`config.mk`:
```
export PLATFORM = sky130hd
export DESIGN_NAME = alt_vipcts131_common_frame_gate
export DESIGN_NICKNAME = d
export VERILOG_FILES = /design/src/rtl/alt_vipcts131_common_frame_gate.sv
export SDC_FILE = /design/constraint.sdc
export NUM_CORES = 1
export LEC_CHECK = 0
export ABC_AREA = 1
export BUFFER_PORTS_ARGS = -buffer_cell sky130_fd_sc_hd__buf_2
export CAP_MARGIN = 10
export CORE_MARGIN = 3
export CORE_UTILIZATION = 40
export DETAILED_ROUTE_END_ITERATION = 10
export HOLD_SLACK_MARGIN = 0.03
export PLACE_DENSITY = 0.69
export SETUP_SLACK_MARGIN = 0.3
export SKIP_LAST_GASP = 1
export SLEW_MARGIN = 25
export SYNTH_ARGS = -nofsm -noshare
export SYNTH_HDL_FRONTEND = slang
export SYNTH_SLANG_ARGS = --single-unit
```
`constraint.sdc`:
```
create_clock -name clk -period 4.05 [get_ports clk]
set_input_delay 0.81 -clock clk [delete_from_list [all_inputs] [get_ports clk]]
set_output_delay 0.81 -clock clk [all_outputs]
set_load 0.02 [all_outputs]
```
`src/rtl/alt_vipcts131_common_frame_gate.sv`:
```
// Frame-aligned gate for an Avalon-ST video stream: starts and stops only on frame
// boundaries, and freezes the control registers for the frame in flight.
// state    | meaning
// STOPPED  | idle, nothing accepted, waiting for enable
// WAIT_SOP | enabled, discarding beats until a start of packet
// IN_FRAME | forwarding every beat until end of packet
module alt_vipcts131_common_frame_gate #(
  parameter int DATA_WIDTH    = 24,
  parameter int AV_DATA_WIDTH = 16,
  parameter int NO_REGISTERS  = 4
) (
  input  logic                                  clk,
  input  logic                                  rst,
  input  logic                                  enable,
  input  logic [AV_DATA_WIDTH*NO_REGISTERS-1:0] registers,
  output logic [AV_DATA_WIDTH*NO_REGISTERS-1:0] shadow_registers,
  input  logic [DATA_WIDTH-1:0]                 din_data,
  input  logic                                  din_valid,
  input  logic                                  din_sop,
  input  logic                                  din_eop,
  output logic                                  din_ready,
  output logic [DATA_WIDTH-1:0]                 dout_data,
  output logic                                  dout_valid,
  output logic                                  dout_sop,
  output logic                                  dout_eop,
  input  logic                                  dout_ready,
  output logic                                  stopped,
  output logic                                  frame_done,
  output logic [15:0]                           frame_count,
  output logic                                  sop_error
);

  typedef enum logic [1:0] {STOPPED, WAIT_SOP, IN_FRAME} state_t;

  state_t state, state_nxt;
  logic   accept, forward, frame_start, frame_end, sop_err_set, sop_err_clr;

  always_ff @(posedge clk or posedge rst) begin
    if (rst) state <= STOPPED;
    else     state <= state_nxt;
  end

  always_comb begin
    state_nxt   = state;
    forward     = 1'b0;
    frame_start = 1'b0;
    frame_end   = 1'b0;
    sop_err_set = 1'b0;
    sop_err_clr = 1'b0;
    // ready depends only on registered state and downstream ready
    din_ready   = (state != STOPPED) && (!dout_valid || dout_ready);
    accept      = din_valid && din_ready;
    case (state)
      STOPPED: begin
        if (enable) begin
          state_nxt   = WAIT_SOP;
          sop_err_clr = 1'b1;
        end
      end
      WAIT_SOP: begin
        if (accept && din_sop) begin
          forward     = 1'b1;
          frame_start = 1'b1;
          if (din_eop) begin
            frame_end = 1'b1;
            state_nxt = enable ? WAIT_SOP : STOPPED;
          end else begin
            state_nxt = IN_FRAME;
          end
        end else if (!enable) begin
          state_nxt = STOPPED;
        end
      end
      IN_FRAME: begin
        if (accept) begin
          forward     = 1'b1;
          sop_err_set = din_sop;
          if (din_eop) begin
            frame_end = 1'b1;
            state_nxt = enable ? WAIT_SOP : STOPPED;
          end
        end
      end
      default: state_nxt = STOPPED;
    endcase
  end

  always_ff @(posedge clk or posedge rst) begin
    if (rst) begin
      dout_valid <= 1'b0;
      dout_data  <= '0;
      dout_sop   <= 1'b0;
      dout_eop   <= 1'b0;
    end else if (forward) begin
      dout_valid <= 1'b1;
      dout_data  <= din_data;
      dout_sop   <= din_sop;
      dout_eop   <= din_eop;
    end else if (dout_ready) begin
      dout_valid <= 1'b0;
    end
  end

  always_ff @(posedge clk or posedge rst) begin
    if (rst) begin
      shadow_registers <= '0;
      frame_count      <= '0;
      frame_done       <= 1'b0;
      sop_error        <= 1'b0;
    end else begin
      if (frame_start) shadow_registers <= registers;
      if (frame_end)   frame_count      <= frame_count + 16'd1;
      frame_done <= frame_end;
      if (sop_err_clr)      sop_error <= 1'b0;
      else if (sop_err_set) sop_error <= 1'b1;
    end
  end

  assign stopped = (state == STOPPED) && !dout_valid;

endmodule

```
# Word-level counts from Yosys, hierarchy flattened
# Index checks and enable logic that the tools add are counted.
[word_totals]
out_inout_bits = 111
reg_bits = 111
inputBits = 95
elab_cells = 51
[op_classes]
n_eq_ne = 6
n_reduce_logical = 11
addsub = 1
mux = 24
[ops]
columns = ["cell", "n"]
rows = [
  ["adder 16 x 1 -> 16 bit, second input constant", 1],
  ["two-way mux 1 bit", 15],
  ["two-way mux 2 bit", 6],
  ["inequality test 2 bit, second input constant", 3],
  ["one-hot mux 2 bit (3 select lines)", 1],
  ["nonzero test 2 bit", 3],
  ["logical AND 1 bit", 4],
  ["one-hot mux 1 bit (2 select lines)", 2],
  ["AND reduction 4 bit", 1],
  ["inequality test 3 bit, second input constant", 1],
  ["equality test 2 x 1 -> 1 bit, second input constant", 1],
  ["equality test 2 bit, second input constant", 1],
  ["logical NOT 2 bit", 1],
  ["logical NOT 1 bit", 1],
  ["logical OR 1 bit", 1],
]

# Longest topological paths before layout
# Gate-level depths: netlist of the first run.
[logic_depth]
word_depth = 8
depth_mapped = 12

# Worst setup path before layout of the first run
# Ideal clock, no wire load.
[synth_timing]
path_type = "input port to output port"
from = "input dout_ready"
to = "output din_ready"
t_arrival_ns = 1.116
path_slack_ns = 2.124
t_required_ns = 3.240
stages = 2
n_path_buf = 0
cell_sequence = "nor2_1 -> nor2_1"
[synth_between]
elab_chain_len = 2
[synth_lines]
columns = ["element", "line", "source"]
rows = [
  ["start: declaration", "26", "input logic dout_ready,"],
  ["logical OR 1 bit", "51", "din_ready = (state != STOPPED) && (!dout_valid || dout_ready);"],
  ["logical AND 1 bit", "51", ""],
  ["end: declaration", "21", "output logic din_ready,"],
]
# Every way passes these cells.

# Worst setup path after layout of the first run
[layout_timing]
from = "register state[0]"
to = "register frame_count[7]"
[layout_between]
elab_chain_len = 6
[layout_lines]
columns = ["element", "line", "source"]
rows = [
  ["start: declaration", "35", "state_t state, state_nxt;"],
  ["start signal: assignment", "40", "else state <= state_nxt;"],
  ["nonzero test 2 bit", "51", ""],
  ["logical AND 1 bit", "51", ""],
  ["logical AND 1 bit", "52", "accept = din_valid && din_ready;"],
  ["logical AND 1 bit", "61", "if (accept && din_sop) begin"],
  ["two-way mux 1 bit", "61", ""],
  ["one-hot mux 1 bit (2 select lines) (*)", "53", "case (state)"],
  ["end signal: assignment", "112", "if (frame_end) frame_count <= frame_count + 16'd1;"],
  ["end: declaration", "29", "output logic [15:0] frame_count,"],
]
# Every way passes the cells marked *; elsewhere a longest branch is shown, timed or not.
# A chain may end at the register's enable or synchronous reset.

==> results of run 1 <==
[area by class of cell]
type / instances / area [um2]
flip-flops and latches: 111 / 2780
clock buffers: 10 / 239
clock inverters: 6 / 67.6
multi-input cells: 403 / 1730
fillers: 1093 / 5340
repair buffers: 211 / 1070
well taps: 143 / 179
inverters: 28 / 110
[cells by family (layout without fill, tap and decap cells)]
family / count (synthesis) / in the layout / synth area share [%]
AO/OA/AOI/OAI: 17 / 17 / 1.84
XOR/XNOR: 5 / 5 / 0.921
adder cells (fa/ha/maj): 5 / 5 / 1.32
buffers and inverters: 53 / 255 / 5.29
flip-flops: 111 / 111 / 58.4
AND/OR/NAND/NOR: 376 / 376 / 32.2
[layer usage]
layer  track usage, %  up-vias  share of wire [%]
met2             30.2      128                 49
met1             22.4     1951                 43
li1                 -     2145                  -
met4             7.36        2                1.6
met3             4.79       15                6.8
met5                0        -              0.059
[critical path, stage by stage (launching register included)]
cell	delay [ns]
dfrtp_1	0.41
inv_1	0.09
ha_1	0.28
buf_4	0.28
nand2_1	0.08
inv_1	0.06
o211ai_1	0.30
inv_1	0.56
o21ai_0	0.17
o21ai_0	0.10
[through the flow]
stage,instance area (um2),total power [uW],util (%),setup WS (ns)
finish,6180,4920,53.6,1.62
global route,6180,5290,53.6,1.29
CTS,6180,4980,53.6,1.61
detailed placement,5870,4060,51.0,1.55
global placement,5870,4000,51.0,1.61
floorplan,4750,3270,-,0.309
[cell usage in the layout, fill, tap and decap left out, types with 2 or more instances in the layout]
master / Yosys / routed
dfrtp_1: 111 / 111
inv_6: 0 / 3
nand2_1: 301 / 301
nor2_1: 14 / 13
ha_1: 5 / 5
nand2_2: 2 / 2
buf_2: 15 / 205
nand4_1: 9 / 9
buf_4: 5 / 6
o21ai_0: 13 / 13
a21oi_1: 2 / 2
clkinvlp_4: 0 / 2
clkbuf_16: 0 / 9
nand3_1: 35 / 35
nor3_1: 7 / 7
nand3b_1: 2 / 2
nand2_4: 2 / 2
inv_2: 3 / 3
xor2_1: 4 / 4
inv_1: 25 / 24
[power groups by stage]
stage / registers (uW) / clock network [uW] / logic (uW)
floorplan: 2570 / 0 / 703
global placement: 1920 / 0 / 2080
detailed placement: 1940 / 0 / 2130
CTS: 1930 / 929 / 2130
global route: 1990 / 979 / 2320
finish: 1930 / 900 / 2100
[sequential cells by signal (all words and copies together) (netlist names), 2 cells and up]
signal            flops
state                 2
frame_count          16
dout_data            24
shadow_registers     64
[worst paths after layout]
check	to	start	slack (ns)	cells past startpoint
max	frame_count[7]$_DFFE_PP0P_	state[0]$_DFFE_PP0P_	1.62	9
min in group asynchronous	shadow_registers[43]$_DFFE_PP0P_	rst	0.60	2
min	shadow_registers[7]$_DFFE_PP0P_	shadow_registers[7]$_DFFE_PP0P_	0.47	2
max reg2reg	frame_count[7]$_DFFE_PP0P_	state[0]$_DFFE_PP0P_	1.62	9
max in group asynchronous	shadow_registers[50]$_DFFE_PP0P_	rst	2.69	3
min reg2reg	shadow_registers[7]$_DFFE_PP0P_	shadow_registers[7]$_DFFE_PP0P_	0.47	2
==> results.toml, run 1 <==
[status]
status = "complete, no violations"

[placement]
hpwl_mm = 8.47
dp.cells = 896
port_buffers = 205
gp_congestion = 0.816

[route]
route.vias.total = 4241
drt-initial-drc-count = 291
routed_wl_mm = 11.8
drtAntennaViolNets = 0
drc = 0
vias_per_cell = 4.65
drtPass1Iterations = 4
wl_per_cell_um = 12.9

[clock_network]
htree_levels = 3
cts_hold_buf = 0
root_buffer = "clkbuf_16"
cts_tree = "yes"
postCtsSetupRepairBufs = 0
cts_resized = 0
clk_pin_slew_ns = 0.07
cts.sinks = 111
clk_latency_ns = 0.35
ctsLongestPathBuffers = 2
cts_made_buffers = 9

[global_routing]
grt_max_degree = 88
grt-ovfl-total = 0
antenna_found_initial = 1
grt_pass1_vias = 4179
grt_pass1_wl_mm = 19.4
grt.total_usage_pct = 18.1

[pwr]
power_frac_comb_pct = 42.6
intPower_uw = 2790
power.switching_uw = 2130
ir_drop_mv = 0.375
switching_share_pct = 43.3
power_density_nw_per_um2 = 797
leakage_uw = 0.00362
p_clk_share_pct = 18.3
seqPwrFrac_pct = 39.1

[die]
fp.dieArea_um2 = 13200
die_x_um = 115
ioPinCount = 206
die_y_um = 115
initial_utilization_pct = 41.3
rows = 39
coreArea_um2 = 11500

[sta]
max_slew_margin_pct = 42.8
worst_slew_pin_slew_ns = 0.856
hold_viol = 0
hold_ws_ns = 0.466
clock_skew_ns = 0.00550
final_max_slew_viol_count = 0
min_period_ns = 2.43
period_share_pct = 60.0
setup_viol = 0
setup_tns_ns = 0
rsz0062_at_grt = "false"
fmax_mhz = 411

[finish]
drive_gt1_share_pct = 31.2
num_antenna_cells = 0
nNetsFinal = 864
syn_to_final_growth_pct = 29.9
stdcell_count = 912

[synthesis]
ys_top_cells_by_area = "dfrtp_1, nand2_1, nand3_1, inv_1, buf_2"
syn_area_per_cell_um2 = 8.39
synth_common_cells = "nand2_1, dfrtp_1, nand3_1"
ys_seq_area_share_pct = 58.4
yosysMostFrequentCell = "nand2_1"
yosysWarningCount = 0
synth_top_area_cell = "dfrtp_1"
synth_top_cell_area_share_pct = 58.4
synth-edff-count = 0
synth_cell_types = 26
async_flop_share_pct = 100
synthFlopType = "dfrtp_1"
syn-instance-count = 567
synth.cell_area_um2 = 4750
synth-seq-cells = 111
syn_nets = 667

[setup_path]
crit_fanout = 26
crit_type = "register to register"
critPathCaptureType = "register"
start_kind = "register"
cp_data_arrival_time_ns = 2.70
worstPathRequired_ns = 4.31

[worst_hold_path]
hold_class = "register to register"

[job]
maxCapViolCount = 0
No activity file was read; power rests on OpenSTA's default activity.
==> run 2: changes to the inputs <==
Settings changed: ABC_AREA 1 to 0, PLACE_DENSITY 0.69 to 0.73.
Clock period 4.05 ns to 2.1 ns, I/O delays scaled along.
==> run 2 against run 1 <==
Compared with the run above: clock-buffer cell count down 1; critical endpoint is now shadow_registers[30]$_DFFE_PP0P_; clock skew increased by 0.0034 ns; global-route usage decreased by 2.4 points.
==> results.toml, run 2 <==
[sta]
setup_tns_ns = 0
hold_viol = 0
period_share_pct = 88.4
max_slew_margin_pct = 62.2
fin_ws_ns = 0.244
worst_slew_pin_slew_ns = 0.567
min_period_ns = 1.86
rsz0062_at_grt = "true"
setup_viol = 0
final_max_slew_viol_count = 0
fmax_mhz = 539
clock_skew_ns = 0.00892
hold_ws_ns = 0.233

[clock_network]
cts_tree = "yes"
root_buffer = "clkbuf_8"
cts_made_buffers = 9
htree_levels = 3
clk_pin_slew_ns = 0.10
cts.sinks = 111
clk_latency_ns = 0.36
ctsLongestPathBuffers = 2

[worst_hold_path]
hold_class = "primary input to asynchronous set/reset pin"

[route]
vias_per_cell = 4.80
drtAntennaViolNets = 0
wl_per_cell_um = 15.8
drc = 0
drt-initial-drc-count = 130
routed_wl_mm = 10.3
drtPass1Iterations = 4
route.vias.total = 3128

[synthesis]
ys_top_cells_by_area = "dfrtp_1, mux2_2, mux2_1, xnor2_1, ha_1"
syn_nets = 386
synth_common_cells = "dfrtp_1, mux2_2, mux2_1"
ys_seq_area_share_pct = 62.8
yosysMostFrequentCell = "dfrtp_1"
yosysWarningCount = 0
synth-seq-cells = 111
syn-instance-count = 286
synth.cell_area_um2 = 4420
synth_top_cell_area_share_pct = 62.8
synth_cell_types = 29
syn_area_per_cell_um2 = 15.5
synth_top_area_cell = "dfrtp_1"
synth-edff-count = 0
synthFlopType = "dfrtp_1"
async_flop_share_pct = 100

[finish]
drive_gt1_share_pct = 62.9
largest-register = "shadow_registers"
nNetsFinal = 610
num_antenna_cells = 0
final_common_cell = "buf_2"
largest_reg_flops = 64
nFillCells = 883
postLayoutCellArea_um2 = 6090
syn_to_final_growth_pct = 37.8
mostFrequentLayoutCells = "buf_2, dfrtp_1, mux2_2, mux2_1, xnor2_1"
reg.largest.list = "shadow_registers x64, dout_data x24, frame_count x16"

[setup_path]
ff2ff_path_depth = 7
cp_data_arrival_time_ns = 2.11
start_kind = "register"
crit_type = "register to register"
critPathCaptureType = "register"
worstPathRequired_ns = 2.36
crit_fanout = 16

[placement]
place_area_um2 = 5650
preCtsSetupSlack_ns = 0.186
port_buffers = 205
gp_congestion = 0.791
hpwl_mm = 7.25

[pwr]
ir_drop_mv = 0.691
power_density_nw_per_um2 = 1420
finalPower_uw = 8650
leakage_uw = 0.00310

[global_routing]
grt_pass1_wl_mm = 15.9
grt_max_degree = 112
grt.total_usage_pct = 15.7
grt_pass1_vias = 3193
grt-ovfl-total = 0
antenna_found_initial = 0

[die]
die_x_um = 111
rows = 37
initial_utilization_pct = 41.9
ioPinCount = 206
coreArea_um2 = 10600
fp.dieArea_um2 = 12400
die_y_um = 111

[job]
maxCapViolCount = 0

[status]
status = "complete, no violations"
-- run 2: cell count changes after synthesis, moves of 5 or more --
cell and change:
mux2_2 +59, and3_1 +5, mux2_1 +32, nand2_1 -295, xnor2_1 +13, inv_1 -21, o21ai_0 -13, nor2_1 -10
buf_2 -13, nand3_1 -29, nor3_1 -7
-- run 2: final timing paths --
check                                             from  slack (ns)                               end
max in group asynchronous                          rst        1.46       frame_count[11]$_DFFE_PP0P_
max                               state[1]$_DFFE_PP0P_        0.24  shadow_registers[30]$_DFFE_PP0P_
min                                                rst        0.23         dout_data[12]$_DFFE_PP0P_
max reg2reg                       state[1]$_DFFE_PP0P_        0.24  shadow_registers[30]$_DFFE_PP0P_
min reg2reg                frame_count[15]$_DFFE_PP0P_        0.48       frame_count[15]$_DFFE_PP0P_
min in group clk                           din_data[7]        0.26          dout_data[7]$_DFFE_PP0P_
-- run 2: layout make-up --
class                   count  area [um2]  share of cell area [%]
multi-input cells         161        1640                    26.9
flip-flops and latches    111        2780                    45.6
repair buffers            223        1310                    21.5
inverters                   4        18.8                   0.308
well taps                 136         170                    2.79
clock inverters             7        53.8                   0.883
clock buffers               9         124                    2.03
-- run 2: report_power, final --
group	switching, uW	total, uW	leakage [uW]	internal, uW
combinational	2200	3980	0.00163	1780
sequential	447	3490	0.00137	3040
clock	733	1180	0.0000948	448
-- run 2: critical path: stages, from the launching register on --
cell and delay, ns:
dfrtp_1 0.38, inv_2 0.07, ha_4 0.17, nand2b_4 0.15, nor3_4 0.20, buf_6 0.22, clkbuf_16 0.20, mux2_2 0.34
-- run 2: logic make-up (layout without fill, tap and decap cells) --
logic type	Yosys count	count (layout)	synth area share, %
compound gates	8	8	1.50
simple gates	39	39	5.37
flops	111	111	62.8
fa+ha+maj	5	5	1.41
buf+inv	14	243	2.09
xor+xnor	15	15	2.97
mux	94	94	23.8
-- run 2: layer usage --
layer	global-route usage [%]	vias up	routed length [um]
li1	-	1452	-
met1	18.4	1551	4020
met2	28.4	113	5530
met3	3.38	12	589
met4	5.52	0	165
met5	0	-	0
-- run 2: metrics by stage --
stage                     std cells  util (%)
after CTS                       644      56.0
after detailed placement        623      53.6
final                           651      57.7
after global routing            651      57.7
after global placement          623      53.6
after floorplan                 286         -
-- run 2: what timing repair did --
action,CTS,global route
setup buffers,4,4
endpoints found under the hold margin,0,0
cloned,1,3
resized for setup,6,20
setup endpoints to repair,91,92
pin swaps,1,0
hold buffers,0,0
==> run 3: changes to the inputs <==
--- a/constraint.sdc
+++ b/constraint.sdc
@@ -3,2 +3,2 @@
 set_output_delay 0.42 -clock clk [all_outputs]
-set_load 0.02 [all_outputs]
+set_load 0.01 [all_outputs]
==> run 3 against run 2 <==
Compared with the run above: global-route usage unchanged; largest power group is now sequential cells; via count stayed put; fmax barely moved; sequential cell count unchanged; worst hold slack hardly changed; final area barely moved; wire length increased by 0.17%; worst setup slack worse by 0.00065 ns; critical endpoint unchanged; clock power about the same; critical path depth unchanged.
==> results.toml, run 3 (synthesis results as in run 2) <==
[finish]
seq_area_um2 = 2780
largest_reg_flops = 64
final_common_cell = "buf_2"
drive_gt1_share_pct = 62.7
nFillCells = 883
largest-register = "shadow_registers"
reg.largest.list = "shadow_registers x64, dout_data x24, frame_count x16"
stdcell_count = 651
nNetsFinal = 610
mostFrequentLayoutCells = "buf_2, dfrtp_1, mux2_2, mux2_1, xnor2_1"
num_antenna_cells = 0
syn_to_final_growth_pct = 37.7
multi_input_area_um2 = 1630

[pwr]
leakage_uw = 0.00310
power_density_nw_per_um2 = 1300
ir_drop_mv = 0.610

[sta]
setup_viol = 0
hold_viol = 0
min_period_ns = 1.86
setup_tns_ns = 0
worst_slew_pin_slew_ns = 0.567
clock_skew_ns = 0.00892
period_share_pct = 88.4
rsz0062_at_grt = "true"
final_max_slew_viol_count = 0
max_slew_margin_pct = 62.2
fmax_mhz = 539

[route]
drtPass1Iterations = 4
vias_per_cell = 4.80
drt-initial-drc-count = 132
drtAntennaViolNets = 0
wl_per_cell_um = 15.9
drc = 0
routed_wl_mm = 10.3
met2_length_mm = 5.53
met1_length_mm = 4.04
route.vias.total = 3128
wl_met3_um = 589
highest_layer = "met4"

[setup_path]
critPathCaptureType = "register"
cp_data_arrival_time_ns = 2.11
crit_fanout = 16
r2r-start = "state[1]$_DFFE_PP0P_"
worstPathCellList = "inv_2 -> ha_4 -> nand2b_4 -> nor3_4 -> buf_6 -> clkbuf_16 -> mux2_2"
crit_type = "register to register"
start_kind = "register"
ff2ff_path_depth = 7
rrSetupSlack_ns = 0.24
max_stage_delay_ns = 0.38
cp_slowest_cell = "dfrtp_1"
worstPathRequired_ns = 2.36
r2r_end = "shadow_registers[30]$_DFFE_PP0P_"

[placement]
port_buffers = 205
hpwl_mm = 7.25
dp.cells = 623
gp_congestion = 0.791

[global_routing]
grt_max_degree = 112
grt_pass1_vias = 3193
grt.total_usage_pct = 15.7
antenna_found_initial = 0
grt_pass1_wl_mm = 15.9
grt-ovfl-total = 0

[die]
initial_utilization_pct = 41.9
coreArea_um2 = 10600
die_x_um = 111
ioPinCount = 206
die_y_um = 111
rows = 37
fp.dieArea_um2 = 12400

[job]
maxCapViolCount = 0

[clock_network]
cts_made_buffers = 9
ctsLongestPathBuffers = 2
clk_pin_slew_ns = 0.10
root_buffer = "clkbuf_8"
htree_levels = 3
cts_tree = "yes"
cts.sinks = 111
clk_latency_ns = 0.36

[worst_hold_path]
hold_class = "primary input to asynchronous set/reset pin"

[status]
status = "complete, no violations"
==> run 3: layout make-up <==
type	instances	area share, %
flip-flops and latches	111	45.6
multi-input cells	161	26.8
repair buffers	223	21.5
well taps	136	2.79
clock buffers	9	2.03
clock inverters	7	0.884
inverters	4	0.308
==> run 3: worst max-delay path by stage <==
stage                         start                               end  slack, ns  cells after the start
5_1_grt        state[1]$_DFFE_PP0P_         dout_data[12]$_DFFE_PP0P_       0.18                      8
2_1_floorplan  state[1]$_DFFE_PP0P_         dout_data[10]$_DFFE_PP0P_       0.30                      7
3_5_place_dp   state[1]$_DFFE_PP0P_         dout_data[12]$_DFFE_PP0P_       0.19                      7
4_1_cts        state[0]$_DFFE_PP0P_          dout_data[1]$_DFFE_PP0P_       0.24                      8
3_3_place_gp   state[1]$_DFFE_PP0P_  shadow_registers[40]$_DFFE_PP0P_       0.25                      6
6_report       state[1]$_DFFE_PP0P_  shadow_registers[30]$_DFFE_PP0P_       0.24                      7
==> run 3: routing by layer <==
metal / GRT usage, % / vias to the layer above
li1: - / 1453
met1: 18.4 / 1550
met2: 28.4 / 113
met3: 3.38 / 12
met4: 5.52 / 0
met5: 0 / -
==> run 3: worst max-delay path, delay by kind of cell (launching register included) <==
family | cells | cell delay [ns]
adders and majority gates | 1 | 0.17
buffers and inverters | 3 | 0.49
DFF | 1 | 0.38
muxes | 1 | 0.34
and+or+nand+nor | 2 | 0.35
==> run 3: through the flow <==
| stage | cell area [um2] | hold slack, ns | power, uW | utilization [%] | setup slack, ns |
|---|---|---|---|---|---|
| floorplan | 4440 | 0.508 | 5180 | - | 0.300 |
| global route | 6090 | 0.243 | 8430 | 57.7 | 0.178 |
| global placement | 5650 | 0.461 | 6400 | 53.6 | 0.250 |
| finish | 6090 | 0.233 | 7910 | 57.7 | 0.244 |
| detailed placement | 5650 | 0.466 | 6540 | 53.6 | 0.186 |
| CTS | 5910 | 0.240 | 7790 | 56.0 | 0.244 |
==> run 3: where the power goes <==
group,switching (uW),internal [uW],leakage (uW)
combinational,1490,1760,0.00163
clock,733,448,0.0000948
sequential,447,3040,0.00137
total,2670,5250,0.00310
==> run 3: what timing repair did <==
item | 4_1_cts | 5_1_grt
hold buffers | 0 | 0
gates resized for setup | 5 | 19
endpoints found under the setup margin | 91 | 92
pin swaps | 1 | 0
gates cloned | 1 | 3
setup buffers | 4 | 4
